===== src/rtl/motoro3_line_param_sequencer.sv =====
// Line-parameter sequencer: per accepted request, drives the sine-length lookup step,
// then derives amplitude and slope = (slConst * amp) >> 8 with a serial shift-add multiplier.
module motoro3_line_param_sequencer (
    input  logic        clk,
    input  logic        nRst,
    input  logic        reqValid,
    output logic        reqReady,
    input  logic [7:0]  pwmLen,
    input  logic [7:0]  pwmMin,
    input  logic [3:0]  lcStep,
    output logic [3:0]  slStep,
    input  logic [15:0] slConst,
    output logic [7:0]  lcAmp,
    output logic [15:0] lcSlope,
    output logic        lcValid,
    output logic        busy,
    output logic        errRange
);

    typedef enum logic [1:0] {
        IDLE   = 2'd0,
        LOOKUP = 2'd1,
        MUL    = 2'd2,
        DONE   = 2'd3
    } state_t;

    state_t      r_state;
    state_t      w_state_next;

    logic [3:0]  r_slStep;
    logic [7:0]  r_amp;
    logic        r_errRange;
    logic [23:0] r_mcand;
    logic [23:0] r_acc;
    logic [2:0]  r_cnt;
    logic [7:0]  r_lcAmp;
    logic [15:0] r_lcSlope;

    logic        w_accept;
    logic        w_last_bit;
    logic [23:0] w_partial;
    logic [23:0] w_acc_next;
    logic [7:0]  w_amp_in;
    logic        w_range_err;

    // Request-side arithmetic evaluated only for the accept edge.
    always_comb begin
        w_range_err = (pwmMin > pwmLen);
        w_amp_in    = w_range_err ? 8'd0 : (pwmLen - pwmMin);
    end

    // Multiplier datapath: one bit of amp per MUL cycle, LSB first.
    always_comb begin
        w_partial  = r_amp[r_cnt] ? r_mcand : '0;
        w_acc_next = r_acc + w_partial;
        w_last_bit = (r_cnt == 3'd7);
    end

    always_comb begin
        w_state_next = r_state;
        reqReady     = 1'b0;
        busy         = 1'b1;
        lcValid      = 1'b0;
        w_accept     = 1'b0;
        case (r_state)
            IDLE: begin
                reqReady = 1'b1;
                busy     = 1'b0;
                w_accept = reqValid;
                if (reqValid) begin
                    w_state_next = LOOKUP;
                end
            end
            LOOKUP: begin
                w_state_next = MUL;
            end
            MUL: begin
                if (w_last_bit) begin
                    w_state_next = DONE;
                end
            end
            DONE: begin
                lcValid      = 1'b1;
                w_state_next = IDLE;
            end
            default: begin
                w_state_next = IDLE;
            end
        endcase
    end

    always_ff @(posedge clk or negedge nRst) begin
        if (!nRst) begin
            r_state <= IDLE;
        end else begin
            r_state <= w_state_next;
        end
    end

    always_ff @(posedge clk or negedge nRst) begin
        if (!nRst) begin
            r_slStep   <= '0;
            r_amp      <= '0;
            r_errRange <= 1'b0;
            r_mcand    <= '0;
            r_acc      <= '0;
            r_cnt      <= '0;
            r_lcAmp    <= '0;
            r_lcSlope  <= '0;
        end else begin
            case (r_state)
                IDLE: begin
                    if (w_accept) begin
                        r_slStep   <= lcStep;
                        r_amp      <= w_amp_in;
                        r_errRange <= w_range_err;
                    end
                end
                LOOKUP: begin
                    // slConst has had a full cycle to settle on the new step.
                    r_mcand <= {8'd0, slConst};
                    r_acc   <= '0;
                    r_cnt   <= '0;
                end
                MUL: begin
                    r_acc   <= w_acc_next;
                    r_mcand <= r_mcand << 1;
                    r_cnt   <= r_cnt + 3'd1;
                    if (w_last_bit) begin
                        r_lcAmp   <= r_amp;
                        r_lcSlope <= w_acc_next[23:8];
                    end
                end
                default: begin
                end
            endcase
        end
    end

    assign slStep   = r_slStep;
    assign lcAmp    = r_lcAmp;
    assign lcSlope  = r_lcSlope;
    assign errRange = r_errRange;

endmodule


===== config.mk =====
export PLATFORM = sky130hd
export DESIGN_NAME = motoro3_line_param_sequencer
export DESIGN_NICKNAME = d
export VERILOG_FILES = /design/src/rtl/motoro3_line_param_sequencer.sv
export SDC_FILE = /design/constraint.sdc
export NUM_CORES = 1
export LEC_CHECK = 0
export CORE_AREA = 2 2 101 103
export CTS_BUF_LIST = sky130_fd_sc_hd__clkbuf_4 sky130_fd_sc_hd__clkbuf_8 sky130_fd_sc_hd__clkbuf_16
export DETAILED_ROUTE_END_ITERATION = 6
export DIE_AREA = 0 0 103 105
export PLACE_DENSITY = 0.79
export SYNTH_ARGS = -nofsm -noshare
export SYNTH_HDL_FRONTEND = slang
export SYNTH_SLANG_ARGS = --single-unit

===== constraint.sdc =====
create_clock -name clk -period 4.08 [get_ports clk]
set_input_delay 0.612 -clock clk [delete_from_list [all_inputs] [get_ports clk]]
set_output_delay 0.612 -clock clk [all_outputs]
set_load 0.005 [all_outputs]

==> flow_summary.yaml, run 1 <==
global_route:
  grt_overflow: 0
  antenna_found_initial: 0
  grt_pass1_vias: 4192
  grt_max_degree: 65
  grt_pass1_wl_um: 19300
  gr-usage-all-layers_pct: 22.6
worst_setup_path:
  crit_type: "reg2reg"
  crit_chain: "mux4_1 > mux2i_4 > nand2b_1 > inv_1 > ha_1 > a211oi_2 > o21ai_2 > o2111ai_4 > a21oi_4 > nand3b_1 > a21oi_1 > xor2_1 > o2bb2ai_1"
  cp_slowest_cell: "mux4_1"
  end_kind: "flop"
  crit_required_ns: 4.31
  crit_buf_inv: 1
  cp.arrival_ns: 4.00
  path_max_fanout: 13
  max_stage_delay_ns: 0.63
  crit_family: "compound AO/OA/AOI/OAI gates"
  startpoint_type: "flop"
clocking:
  ctsResizeCount: 0
  cts_tree: "built"
  clockBufferDepth: 2
  cts_sinks: 90
  hold_buffers: 0
  post_cts_buffers: 0
  numCtsBuffers: 9
  cts_max_level: 3
  root_buffer: "clkbuf_8"
  worstSkewPairLatency_ns: 0.38
  clkTransAtPathRegs_ns: 0.09
place:
  io_buffers: 70
  place.gp.congestion: 0.899
  dpl.cell_count: 709
  dp.final_hpwl_um: 8100
routing:
  vias: 4078
  wl_met1_um: 4920
  wire_per_inst_um: 15.3
  wl_met3_um: 643
  postRouteWirelength_um: 11100
  drtAntennaViolNets: 0
  dr_wl_met2_um: 5350
  viasPerCell: 5.62
  dr.pass1.iters: 4
  maxUsedRoutingLayer: "met4"
  drt-initial-drc-count: 136
  drc_errors: 0
synthesis:
  syn_nets: 600
  synth_edf_count: 0
  ys_seq_elements: 90
  synthesis.area_mm2: 0.00520
  ys_async_sr_fraction_pct: 100
  synth_flop_cell: "dfrtp_1"
  ys_warn_count: 0
  synth_area_per_cell_um2: 9.94
  synth_cell_type_count: 60
  syn-instance-count: 523
  seq_area_frac_synth_pct: 43.3
timing:
  finalClockSkew_ns: 0.0117
  setup_viol: 0
  setup_tns_ns: 0
  period_share_pct: 92.3
  fin_crit_ns: 3.77
  rsz0062_at_grt: "false"
  fmax_mhz: 265
  final_hold_viol_count: 0
  timing.hold.ws_ns: 0.297
  max_slew.worst_pin.slew_ns: 0.975
  drv_slew: 0
  relSlewSlack_pct: 35.0
die:
  initial_core_util_pct: 53.9
  die_w_um: 103
  dieArea_mm2: 0.0108
  placementRows: 36
  die_h_um: 105
  pin_count: 71
  design.core.area_mm2: 0.00964
power_and_ir_drop:
  power_density_mw_per_mm2: 605
  p_leak_nw: 2.74
  ir_drop_mv: 0.324
layout:
  nets: 664
  drive_gt1_share_pct: 8.45
  fin_cells: 725
  n_antenna_cell: 0
  area_growth_pct: 19.9
worst_hold_path:
  hold_path.class: "in2async"
flow_run:
  maxCapViolations: 0
outcome:
  status: "completed"
==> path summary, 6_finish.rpt <==
kind,from,to,slack [ns],cells after the start
max,r_cnt[2],r_acc[19],0.31,13
min,nRst,lcSlope[0],0.30,1
max reg2reg,r_cnt[2],r_acc[19],0.31,13
min reg2reg,lcSlope[11],lcSlope[11],0.48,2
max in group asynchronous,nRst,r_acc[8],2.89,2
min in group clk,lcSlope[11],lcSlope[11],0.48,2
==> synth_stat cells (all sizes together) (2+ instances only) <==
| master | n | share of area, % |
|---|---|---|
| ha | 36 | 8.7 |
| nand2 | 37 | 2.7 |
| nor2b | 20 | 2.6 |
| mux2i | 18 | 3.7 |
| a21o | 9 | 1.3 |
| a21oi | 47 | 4.8 |
| nand2b | 6 | 0.72 |
| or2 | 2 | 0.24 |
| inv | 36 | 2.6 |
| xor2 | 12 | 2.0 |
| fa | 2 | 0.77 |
| o211ai | 2 | 0.39 |
| clkbuf | 19 | 1.4 |
| mux2 | 12 | 2.6 |
| or3 | 4 | 0.48 |
| xnor2 | 13 | 2.2 |
| a211oi | 3 | 0.53 |
| nor2 | 34 | 2.5 |
| nor3 | 2 | 0.19 |
| dfrtp | 90 | 43 |
| mux4 | 2 | 1.0 |
| o31ai | 3 | 0.79 |
| buf | 3 | 0.26 |
| o21a | 4 | 0.60 |
| o21bai | 2 | 0.29 |
| o21ai | 50 | 5.0 |
| nand4 | 2 | 0.24 |
| o22a | 2 | 0.34 |
| o2bb2ai | 18 | 3.0 |
| a31oi | 4 | 0.48 |
| nand3 | 14 | 1.3 |
==> final cells by class <==
cell class	instances	area, µm²
Inverter	36	135
Clock buffer	9	124
Tap cell	133	166
Clock inverter	7	93.8
Sequential cell	90	2250
Multi-Input combinational cell	375	2730
Timing Repair Buffer	75	736
Fill cell	834	3410
==> registers in the layout, summed over array words and instances, names as in the netlist <==
register / flops
r_amp: 8
r_cnt: 3
slStep: 4
errRange: 1
r_mcand: 24
r_acc: 24
r_state: 2
lcAmp: 8
lcSlope: 16
==> layout by cell type (no fill, tap or decap), types with 3 or more instances in the layout <==
cell type / instances
dfrtp_1: 90
clkdlybuf4s50_1: 69
a21oi_1: 45
o21ai_0: 38
nand2_1: 37
inv_1: 36
ha_1: 36
nor2_1: 34
nor2b_1: 19
o2bb2ai_1: 18
mux2i_1: 17
nand3_1: 14
xnor2_1: 13
xor2_1: 12
mux2_2: 12
o21ai_1: 10
a21o_1: 9
clkbuf_8: 9
nand2b_1: 6
buf_4: 6
or3_1: 4
a31oi_1: 4
o21a_1: 3
==> logic make-up (layout without fill, tap and decap cells) <==
| kind of cell | Yosys count | count (layout) | synth area share, % |
|---|---|---|---|
| compound gates | 155 | 155 | 20.0 |
| simple gates | 125 | 125 | 11.5 |
| flops | 90 | 90 | 43.3 |
| buf+inv | 58 | 127 | 4.26 |
| fa+ha+maj | 38 | 38 | 9.43 |
| mux | 32 | 32 | 7.32 |
| xor+xnor | 25 | 25 | 4.21 |
==> metal layers <==
layer	vias to the layer above	GRT usage [%]
li1	1967	-
met1	1977	29.9
met2	120	35.8
met3	14	5.08
met4	0	8.74
met5	-	0
==> through the flow <==
stage	cell area, µm²	setup slack (ns)	power (mW)	utilization, %
after floorplan	5200	0.799	2.61	-
after global placement	6010	0.556	3.04	62.4
after detailed placement	6010	0.382	3.11	62.4
after CTS	6230	0.355	3.79	64.7
after global routing	6230	0.0946	4.07	64.7
final	6230	0.313	3.77	64.7
==> power breakdown <==
group / total [mW] / internal [mW] / switching, mW
logic: 1.80 / 0.719 / 1.08
clock network: 0.674 / 0.343 / 0.331
registers: 1.30 / 1.13 / 0.166
total: 3.77 / 2.19 / 1.58
(Power assumes the default switching activity.)
==> run 2, diff against run 1 <==
Settings changed: CAP_MARGIN from default to 20.
==> results of run 2 <==
The final DEF is identical to that of run 1; final timing and power are the same.
